[config.mk]
export PLATFORM = sky130hd
export DESIGN_NAME = iobus_arbiter
export DESIGN_NICKNAME = d
export VERILOG_FILES = /design/src/rtl/iobus_arbiter.sv
export SDC_FILE = /design/constraint.sdc
export NUM_CORES = 1
export LEC_CHECK = 0
export ABC_AREA = 0
export BUFFER_PORTS_ARGS = -buffer_cell sky130_fd_sc_hd__buf_4
export CORE_AREA = 2 2 87 89
export CTS_CLUSTER_DIAMETER = 50
export DETAILED_ROUTE_END_ITERATION = 6
export DIE_AREA = 0 0 89 91
export GPL_ROUTABILITY_DRIVEN = 0
export GPL_TIMING_DRIVEN = 0
export PLACE_DENSITY = 0.64
export RECOVER_POWER = 100
export SLEW_MARGIN = 20
export SYNTH_ARGS = -nofsm -noshare
export SYNTH_HDL_FRONTEND = slang
export SYNTH_SLANG_ARGS = --single-unit
[constraint.sdc]
create_clock -name clk -period 1.2 [get_ports clk]
set_input_delay 0.24 -clock clk [delete_from_list [all_inputs] [get_ports clk]]
set_output_delay 0.24 -clock clk [all_outputs]
set_load 0.005 [all_outputs]
[src/rtl/iobus_arbiter.sv]
// Two-requester iobus arbiter: CPU memory stage (req 0) and debug loader (req 1).
// Define IOARB_FAIRNESS_EN to add a starvation counter that periodically forces a debug grant.
module iobus_arbiter #(
  parameter int unsigned ADDR_W = 8,
  parameter int unsigned DATA_W = 32
`ifdef IOARB_FAIRNESS_EN
  , parameter int unsigned STARVE_LIMIT = 4
`endif
) (
  input  logic              clk,
  input  logic              rst_b,
  input  logic              cpu_req,
  input  logic              cpu_we,
  input  logic [ADDR_W-1:0] cpu_addr,
  input  logic [DATA_W-1:0] cpu_wrdata,
  output logic              cpu_stall,
  output logic [DATA_W-1:0] cpu_rddata,
  output logic              cpu_rdvalid,
  input  logic              dbg_req,
  input  logic              dbg_we,
  input  logic [ADDR_W-1:0] dbg_addr,
  input  logic [DATA_W-1:0] dbg_wrdata,
  output logic              dbg_gnt,
  output logic [DATA_W-1:0] dbg_rddata,
  output logic              dbg_rdvalid,
  output logic              bus_rdstrobe,
  output logic              bus_wrstrobe,
  output logic [ADDR_W-1:0] bus_address,
  output logic [DATA_W-1:0] bus_wrdata,
  input  logic [DATA_W-1:0] bus_rddata
);

  logic cpu_gnt_c;
  logic dbg_gnt_c;
  logic force_dbg_c;
  logic sel_we_c;
  logic rd_pend_q, rd_pend_d;
  logic rd_owner_q, rd_owner_d;

`ifdef IOARB_FAIRNESS_EN
  localparam int unsigned CNT_W = 4;
  localparam logic [CNT_W-1:0] LIMIT = CNT_W'(STARVE_LIMIT);

  logic [CNT_W-1:0] starve_q, starve_d;
  logic             force_dbg_q, force_dbg_d;

  assign force_dbg_c = force_dbg_q;

  // Count denied debug cycles; at the limit arm a one-shot forced debug win.
  always_comb begin
    starve_d    = starve_q;
    force_dbg_d = force_dbg_q;
    if (!dbg_req || dbg_gnt_c) begin
      starve_d    = '0;
      force_dbg_d = 1'b0;
    end else if (starve_q == LIMIT) begin
      force_dbg_d = 1'b1;
    end else begin
      starve_d = starve_q + CNT_W'(1);
    end
  end

  always_ff @(posedge clk or negedge rst_b) begin
    if (!rst_b) begin
      starve_q    <= '0;
      force_dbg_q <= 1'b0;
    end else begin
      starve_q    <= starve_d;
      force_dbg_q <= force_dbg_d;
    end
  end
`else
  assign force_dbg_c = 1'b0;
`endif

  // CPU has priority unless the fairness logic forces a debug win.
  always_comb begin
    dbg_gnt_c = dbg_req & (~cpu_req | force_dbg_c);
    cpu_gnt_c = cpu_req & ~dbg_gnt_c;
  end

  // Granted requester drives the bus; strobes are mutually exclusive by construction.
  always_comb begin
    sel_we_c    = 1'b0;
    bus_address = '0;
    bus_wrdata  = '0;
    if (cpu_gnt_c) begin
      sel_we_c    = cpu_we;
      bus_address = cpu_addr;
      bus_wrdata  = cpu_wrdata;
    end else if (dbg_gnt_c) begin
      sel_we_c    = dbg_we;
      bus_address = dbg_addr;
      bus_wrdata  = dbg_wrdata;
    end
    bus_wrstrobe = (cpu_gnt_c | dbg_gnt_c) & sel_we_c;
    bus_rdstrobe = (cpu_gnt_c | dbg_gnt_c) & ~sel_we_c;
  end

  assign cpu_stall = cpu_req & ~cpu_gnt_c;
  assign dbg_gnt   = dbg_gnt_c;

  // Remember who issued this cycle's read so next cycle's data is steered back.
  always_comb begin
    rd_pend_d  = bus_rdstrobe;
    rd_owner_d = bus_rdstrobe ? dbg_gnt_c : rd_owner_q;
  end

  always_ff @(posedge clk or negedge rst_b) begin
    if (!rst_b) begin
      rd_pend_q  <= 1'b0;
      rd_owner_q <= 1'b0;
    end else begin
      rd_pend_q  <= rd_pend_d;
      rd_owner_q <= rd_owner_d;
    end
  end

  assign cpu_rdvalid = rd_pend_q & ~rd_owner_q;
  assign dbg_rdvalid = rd_pend_q & rd_owner_q;
  assign cpu_rddata  = bus_rddata;
  assign dbg_rddata  = bus_rddata;

endmodule
==> results of run 1 <==
[cells in the final DEF, fill, tap and decap left out]
| cell type | count |
|---|---|
| buf_6 | 21 |
| mux2i_1 | 1 |
| dlygate4sd3_1 | 1 |
| buf_12 | 1 |
| inv_1 | 1 |
| dfrtp_1 | 2 |
| nor2b_4 | 1 |
| clkbuf_1 | 10 |
| nor2b_1 | 1 |
| nand2b_1 | 1 |
| clkbuf_4 | 58 |
| conb_1 | 1 |
| a22o_1 | 41 |
| a21boi_0 | 1 |
| buf_4 | 186 |
| and2_1 | 1 |
| clkbuf_8 | 3 |
| buf_8 | 2 |
| a21oi_1 | 1 |
[power by group]
group / switching, mW / total [mW] / internal (mW)
Combinational: 0.284 / 0.984 / 0.700
Clock: 0.0485 / 0.260 / 0.212
Sequential: 0.00371 / 0.0776 / 0.0739
Total: 0.337 / 1.32 / 0.985
[logic make-up after synthesis]
| group | count (synthesis) |
|---|---|
| and+or+nand+nor | 4 |
| other | 1 |
| AOI/OAI and AO/OA | 43 |
| buffers and inverters | 76 |
| muxes | 1 |
| DFF | 2 |
[synth_stat cells]
cell | instances | area [µm²]
a21boi_0 | 1 | 7.51
a21oi_1 | 1 | 5.00
a22o_1 | 41 | 359
and2_1 | 1 | 6.26
buf_2 | 4 | 20.0
buf_4 | 65 | 488
buf_6 | 6 | 67.6
conb_1 | 1 | 3.75
dfrtp_1 | 2 | 50.1
inv_1 | 1 | 3.75
mux2i_1 | 1 | 10.0
nand2b_1 | 1 | 6.26
nor2b_1 | 1 | 6.26
nor2b_4 | 1 | 13.8
[metal layers]
layer | track usage (%) | up-vias | wire, µm
met4 | 2.11 | 0 | 33
met1 | 11.7 | 732 | 1740
met2 | 22.3 | 117 | 2930
met3 | 1.64 | 4 | 590
li1 | - | 805 | -
met5 | 0 | - | 0
[layout make-up]
cell class	count	area share, %
Tap cell	99	4.42
Buffer	72	20.7
Multi-Input combinational cell	49	14.9
Clock buffer	3	1.47
Inverter	1	0.134
Timing Repair Buffer	207	56.6
Sequential cell	2	1.79
[state kept, by name, summed over array words and instances, names as in the netlist]
name / count
rd_owner_q: 1
rd_pend_q: 1
[repair_timing]
action / in CTS / in global routing
hold buffers: 1 / 0
gates resized for setup: 22 / 9
hold endpoints to repair: 2 / 0
endpoints found under the setup margin: 40 / 40
pin swaps: 5 / 4
cloned: 3 / 0
setup buffers: 10 / 0
[path summary, 6_finish.rpt]
kind                                 start             end  slack (ns)  depth (start not counted)
max in group asynchronous            rst_b       rd_pend_q        0.73                          2
worst max register to register  rd_owner_q      rd_owner_q        0.45                          2
worst min-delay path                cpu_we       rd_pend_q        0.29                          2
min in group asynchronous            rst_b      rd_owner_q        0.35                          2
worst max-delay path               dbg_req  bus_address[4]       -0.08                          6
worst min register to register  rd_owner_q      rd_owner_q        0.55                          2
[worst max-delay path, cell delays in order]
cell     delay [ns]
buf_6          0.09
nor2b_4        0.13
buf_6          0.13
buf_6          0.12
a22o_1         0.19
buf_4          0.13
[per-stage QoR]
| step | cell area (µm²) | hold WS (ns) | utilization, % | TNS [ns] |
|---|---|---|---|---|
| 6_report | 2800 | 0.292 | 39.3 | -2.06 |
| 5_1_grt | 2800 | 0.317 | 39.3 | -3.24 |
| 4_1_cts | 2810 | 0.263 | 39.4 | -2.05 |
| 3_5_place_dp | 2620 | 0.0236 | 36.7 | -3.28 |
| 3_3_place_gp | 2620 | 0.0229 | 36.7 | -3.27 |
| 2_1_floorplan | 1050 | -0.0556 | - | 0 |
==> metrics.md, run 1 <==
| Metric | Value |
|---|---|
| Pre-antenna DRT Iters | 2 |
| Post-Synth Simple-Gate Area | 3.11% |
| Area delta synth->final | 168% |
| CORE AREA | 7140 µm² |
| Nets | 454 |
| Pre-CTS setup slack | -0.117 ns |
| Syn nets | 245 |
| Filler-free cell count of the finished design | 433 |
| Adder-Cell Fraction of Synth Area | 0% |
| Critical path peak fanout | 5 |
| Routed length per instance | 12.2 µm |
| Vias in the first global route | 1591 |
| Synth warn | 0 |
| Critical path data required time | 0.96 ns |
| Critical path launch point type | input port |
| Die area | 8100 µm² |
| Final critical-path share of the clock period | 107% |
| Filler Cell Count | 758 |
| Post-synth cell types | 14 |
| Number of DRC markers in iteration 0 | 15 |
| PwrDens | 472 nW/µm² |
| Hpwl dp | 4.38 mm |
| Mean Syn Cell Area | 8.25 µm² |
| Dpl cells | 419 |
| Gr usage total | 11.1% |
| Reg clk slew, reported paths | 0.03 ns |
| GR Overflow Total | 0 |
| Drt drc | 0 |
| Initial antenna violation count | 0 |
| Die Y | 91 µm |
| # rows | 31 |
| Largest net degree at the start of global routing | 11 |
| Port Buffers | 193 |
| LEAKAGE | 1.56 nW |
| Hold crit path type | input port to register |
| Clk sink count | 2 |
| Clock latency at the later pin of the worst-skew pair | 0.21 ns |
| Multi-input gate area | 418 µm² |
| Drt via density | 3.83 |
| Die Width | 89 µm |
| Largest family of logic cells by synthesized area | buffers and inverters |
| Critical path data arrival time | 1.04 ns |
| Total Power | 1.32 mW |
| Mux cell area share after synthesis | 0.956% |
| Slew Limit Fails | 0 |
| Seq/Total Area, Yosys | 4.78% |
| Type of element capturing the critical path | primary output |
| FF+latch area | 50.0 µm² |
| Yosys reg bits | 2 |
| Max IR drop VDD | 0.260 mV |
| Failing checks | negative setup slack |
| Syn Inst Count | 127 |
| CTS tree | done |
| Status | complete, but fails checks |
| Starting Density | 14.7% |
| Ant diodes | 0 |
| Via count | 1658 |
| Compound-cell area share of the yosys netlist | 35.5% |
| First-pass GRT wire length | 7.27 mm |
| Maximum clock path buffer count | 2 |
| Worst setup slack after layout | -0.0797 ns |
| Fin Clk Skew | 0 ns |
| Routed WL | 5.30 mm |
| Max cap viols | 0 |
| Fmax | 781 MHz |
| H-Tree Level Count | 1 |
| Post-Syn Area | 1050 µm² |
| CTS Buf Count | 3 |
| Layout cell share with drive strength beyond 1 | 81.4% |
| RSZ-0062 raised after global routing | true |
| Post-Synth XOR/XNOR Area | 0% |
| Root buf cell | clkbuf_8 |
| Final ANT Viol Nets | 0 |
| Minimum clock period | 1.28 ns |
| I/O pin cnt | 228 |
| Final setup fails | 37 |
| Setup CP Type | input port to primary output |
| Final Hold Vio Count | 0 |
Power figures use the tool's default switching activity.
==> run 2: changes to the inputs <==
SETUP_SLACK_MARGIN = 0.1   (was default)
==> metrics.md, run 2 (synthesis results as in run 1) <==
| Metric | Value |
|---|---|
| Fin Clk Skew | 0 ns |
| Most frequent cells in the layout | buf_4, clkbuf_4, a22o_1 |
| CP top delay family | buffers and inverters |
| Nets | 456 |
| Final ANT Viol Nets | 0 |
| Pre-antenna DRT Iters | 4 |
| Leading cell type in the layout, fill and taps excluded | buf_4 |
| Die Y | 91 µm |
| Root buf cell | clkbuf_8 |
| Worst setup slack after layout | -0.0804 ns |
| Slew Limit Fails | 0 |
| Final setup fails | 36 |
| Clk sink count | 2 |
| Critical path data arrival time | 1.04 ns |
| Status | complete, but fails checks |
| Reg clk slew, reported paths | 0.03 ns |
| Setup CP Type | input port to primary output |
| Port Buffers | 193 |
| CP Cell Sequence | buf_6, nor2b_4, buf_6, buf_6, a22o_1, buf_4 |
| Starting Density | 14.7% |
| Final core occ | 39.7% |
| Critical path launch point type | input port |
| Routed length per instance | 12.1 µm |
| Total Power | 1.34 mW |
| Via count | 1660 |
| Die area | 8100 µm² |
| Maximum clock path buffer count | 2 |
| Number of DRC markers in iteration 0 | 13 |
| Biggest registers after layout | rd_owner_q: 1 flops, rd_pend_q: 1 flops |
| GR Overflow Total | 0 |
| Hpwl dp | 4.38 mm |
| Vias in the first global route | 1603 |
| PwrDens | 472 nW/µm² |
| Clock latency at the later pin of the worst-skew pair | 0.21 ns |
| Ant diodes | 0 |
| Final Hold Vio Count | 0 |
| Routed WL | 5.27 mm |
| CP bufs+invs | 4 |
| Type of element capturing the critical path | primary output |
| H-Tree Level Count | 1 |
| I/O pin cnt | 228 |
| Largest net degree at the start of global routing | 11 |
| Max IR drop VDD | 0.260 mV |
| Die Width | 89 µm |
| Met2 WL | 2.93 mm |
| Layout cell share with drive strength beyond 1 | 81.5% |
| Pre-CTS setup slack | -0.117 ns |
| RSZ-0062 raised after global routing | true |
| Highest routed layer | met4 |
| CTS tree | done |
| Critical path data required time | 0.96 ns |
| Hold path start | cpu_we |
| Critical path peak fanout | 5 |
| Critical path's largest stage delay | 0.19 ns |
| Minimum clock period | 1.28 ns |
| LEAKAGE | 1.57 nW |
| Max cap viols | 0 |
| Final critical-path share of the clock period | 107% |
| CORE AREA | 7140 µm² |
| Initial antenna violation count | 0 |
| CTS Buf Count | 3 |
| Crit Reg-Reg Startpoint | rd_owner_q |
| Most common cell on crit path | buf_6 |
| Hold crit path type | input port to register |
| Failing checks | negative setup slack |
| Area delta synth->final | 170% |
| Drt via density | 3.82 |
| Drt drc | 0 |
| M1 wire length | 1.70 mm |
| Fmax | 781 MHz |
| Reg-to-reg slack, setup | 0.22 ns |
| Gr usage total | 11.4% |
| First-pass GRT wire length | 7.45 mm |
| Met3 wire length | 601 µm |
| Slowest-stage cell, CP | a22o_1 |
| Worst Setup SP | dbg_req |
| # rows | 31 |
==> run 2: changes by cell type in the layout (fill, tap and decap cells not counted) <==
cell	delta
mux2i_1	-1
buf_6	+1
mux2i_4	+1
clkbuf_1	+1
==> run 2: through the flow <==
step,TNS [ns],cells,hold slack [ns],area [µm²]
2_1_floorplan,0,127,-0.0556,1050
3_3_place_gp,-3.27,419,0.0229,2620
3_5_place_dp,-3.28,419,0.0236,2620
4_1_cts,-2.07,434,0.252,2840
5_1_grt,-3.19,435,0.280,2830
6_report,-2.00,435,0.272,2830
==> run 2: metal layers <==
| metal | GRT usage, % | up-vias |
|---|---|---|
| met3 | 1.64 | 4 |
| met5 | 0 | - |
| li1 | - | 806 |
| met4 | 2.11 | 0 |
| met2 | 22.9 | 117 |
| met1 | 12.1 | 733 |
==> run 2: layout make-up <==
class / count / area [µm²]
Buffer: 72 / 579
Clock buffer: 3 / 41.3
Fill cell: 753 / 4310
Inverter: 1 / 3.75
Multi-Input combinational cell: 49 / 430
Sequential cell: 2 / 50.0
Tap cell: 99 / 124
Timing Repair Buffer: 209 / 1600
==> run 2: path summary, 6_finish.rpt <==
kind                                  end  depth (start not counted)
max                        bus_address[4]                          6
max reg2reg                    rd_owner_q                          4
min reg2reg                    rd_owner_q                          4
min in group asynchronous      rd_owner_q                          2
min                             rd_pend_q                          2
max in group asynchronous       rd_pend_q                          2
==> run 2: report_power, final <==
part,switching [mW],leakage [nW],internal (mW)
clock network,0.0491,0.0216,0.212
logic,0.289,1.52,0.710
registers,0.00308,0.0252,0.0739
total,0.341,1.57,0.996
==> run 2: repair_timing <==
action                                  4_1_cts  5_1_grt
endpoints found under the setup margin       44       45
pin swaps                                     7        4
cloned                                        3        0
hold buffers                                  1        0
setup buffers                                11        1
gates resized for setup                      29        5
endpoints found under the hold margin         2        0
==> run 3: changes to the inputs <==
MAX_ROUTING_LAYER = met4   (was default)
==> metrics.md, run 3 (synthesis results as in run 1) <==
| Metric | Value |
|---|---|
| Status | complete, but fails checks |
| Failing checks | negative setup slack |
| Fmax | 781 MHz |
| Design Area, Final | 2830 µm² |
| Drt via density | 3.82 |
| Drt drc | 0 |
| R2R depth | 4 |
| Most frequent cells in the layout | buf_4, clkbuf_4, a22o_1 |
| Biggest registers after layout | rd_owner_q: 1 flops, rd_pend_q: 1 flops |
| Minimum clock period | 1.28 ns |
| Slowest-stage cell, CP | a22o_1 |
| RSZ-0062 raised after global routing | true |
| First-pass GRT wire length | 7.48 mm |
| CTS tree | done |
| Routed length per instance | 12.1 µm |
| Hold crit path type | input port to register |
| PwrDens | 472 nW/µm² |
| Area delta synth->final | 170% |
| Clock power share | 19.5% |
| Seq pwr share | 5.8% |
| Max IR drop VDD | 0.260 mV |
| Total Power | 1.34 mW |
| CP Cell Sequence | buf_6, nor2b_4, buf_6, buf_6, a22o_1, buf_4 |
| Vias in the first global route | 1598 |
| Hold path start | cpu_we |
| CP top delay family | buffers and inverters |
| Most common cell on crit path | buf_6 |
| Reg clk slew, reported paths | 0.03 ns |
| # rows | 31 |
| Routed WL | 5.27 mm |
| Hold path endpoint | rd_pend_q |
| Switching portion of total power | 25.5% |
| Layout cell share with drive strength beyond 1 | 81.5% |
| Leading cell type in the layout, fill and taps excluded | buf_4 |
| Comb pwr share | 74.8% |
| Critical path's largest stage delay | 0.19 ns |
| CTS Buf Count | 3 |
| Critical path launch point type | input port |
| Nets | 456 |
| Final ANT Viol Nets | 0 |
| Critical path peak fanout | 5 |
| H-Tree Level Count | 1 |
| Root buf cell | clkbuf_8 |
| Pre-antenna DRT Iters | 4 |
| Setup TNS | -2.01 ns |
| Via count | 1663 |
| Final Hold Vio Count | 0 |
| Pre-CTS setup slack | -0.117 ns |
| Reg-to-reg slack, setup | 0.22 ns |
| Hold path cells | 2 |
| Critical path data arrival time | 1.04 ns |
| I/O pin cnt | 228 |
| Internal | 0.996 mW |
| Clock latency at the later pin of the worst-skew pair | 0.21 ns |
| Critical path data required time | 0.96 ns |
| Clk sink count | 2 |
| Worst R2R End | rd_owner_q |
| Maximum clock path buffer count | 2 |
| Crit Reg-Reg Startpoint | rd_owner_q |
| Fin Clk Skew | 0 ns |
| Die Width | 89 µm |
| CORE AREA | 7140 µm² |
| Gr usage total | 11.7% |
| Max cap viols | 0 |
| Largest net degree at the start of global routing | 11 |
| GR Overflow Total | 0 |
| Hold_ws | 0.274 ns |
| Slew Limit Fails | 0 |
| LEAKAGE | 1.57 nW |
| P_sw | 0.341 mW |
| Die Y | 91 µm |
| Type of element capturing the critical path | primary output |
| Ant diodes | 0 |
| Port Buffers | 193 |
| Worst setup slack after layout | -0.0804 ns |
| Setup CP Type | input port to primary output |
| Final critical-path share of the clock period | 107% |
| Hpwl dp | 4.38 mm |
| Starting Density | 14.7% |
| Placed cell area | 2620 µm² |
| Die area | 8100 µm² |
| Number of DRC markers in iteration 0 | 12 |
| Final setup fails | 36 |
| CP bufs+invs | 4 |
| Initial antenna violation count | 0 |
| CP Depth | 6 |
run 3: what timing repair did:
item                                   CTS  global route
endpoints found under the hold margin    2             0
resized for setup                       29             5
setup endpoints to repair               44            45
cloned                                   3             0
hold buffers                             1             0
pin swaps                                7             4
setup buffers                           11             1
run 3: metrics by stage:
stage / util, % / cells
2_1_floorplan: - / 127
3_3_place_gp: 36.7 / 419
3_5_place_dp: 36.7 / 419
6_report: 39.7 / 435
4_1_cts: 39.8 / 434
5_1_grt: 39.7 / 435
run 3: cell type report:
type / instances / area [µm²]
Fill cell: 753 / 4310
Sequential cell: 2 / 50.0
Multi-Input combinational cell: 49 / 430
Clock buffer: 3 / 41.3
Buffer: 72 / 579
Tap cell: 99 / 124
Inverter: 1 / 3.75
Timing Repair Buffer: 209 / 1600
run 3: worst max-delay path by stage:
stage	startpoint	endpoint	slack, ns
floorplan	cpu_req	bus_wrdata[22]	0.14
global placement	dbg_req	bus_wrdata[30]	-0.11
detailed placement	dbg_req	bus_wrdata[30]	-0.12
CTS	dbg_req	bus_wrdata[12]	-0.08
global route	cpu_req	bus_address[0]	-0.11
finish	dbg_req	bus_address[4]	-0.08
run 3: power groups by stage:
stage	registers (mW)	logic (mW)	clock network (mW)
global placement	0.0780	0.935	0
floorplan	0.0772	0.368	0
finish	0.0769	1.00	0.260
detailed placement	0.0783	0.948	0
global route	0.0781	1.08	0.276
CTS	0.0766	1.02	0.267
run 3: per-layer routing:
layer,track usage (%),routed length (µm)
met3,1.45,568
met4,1.87,33
met1,12.3,1740
met5,-,0
met2,23.0,2930
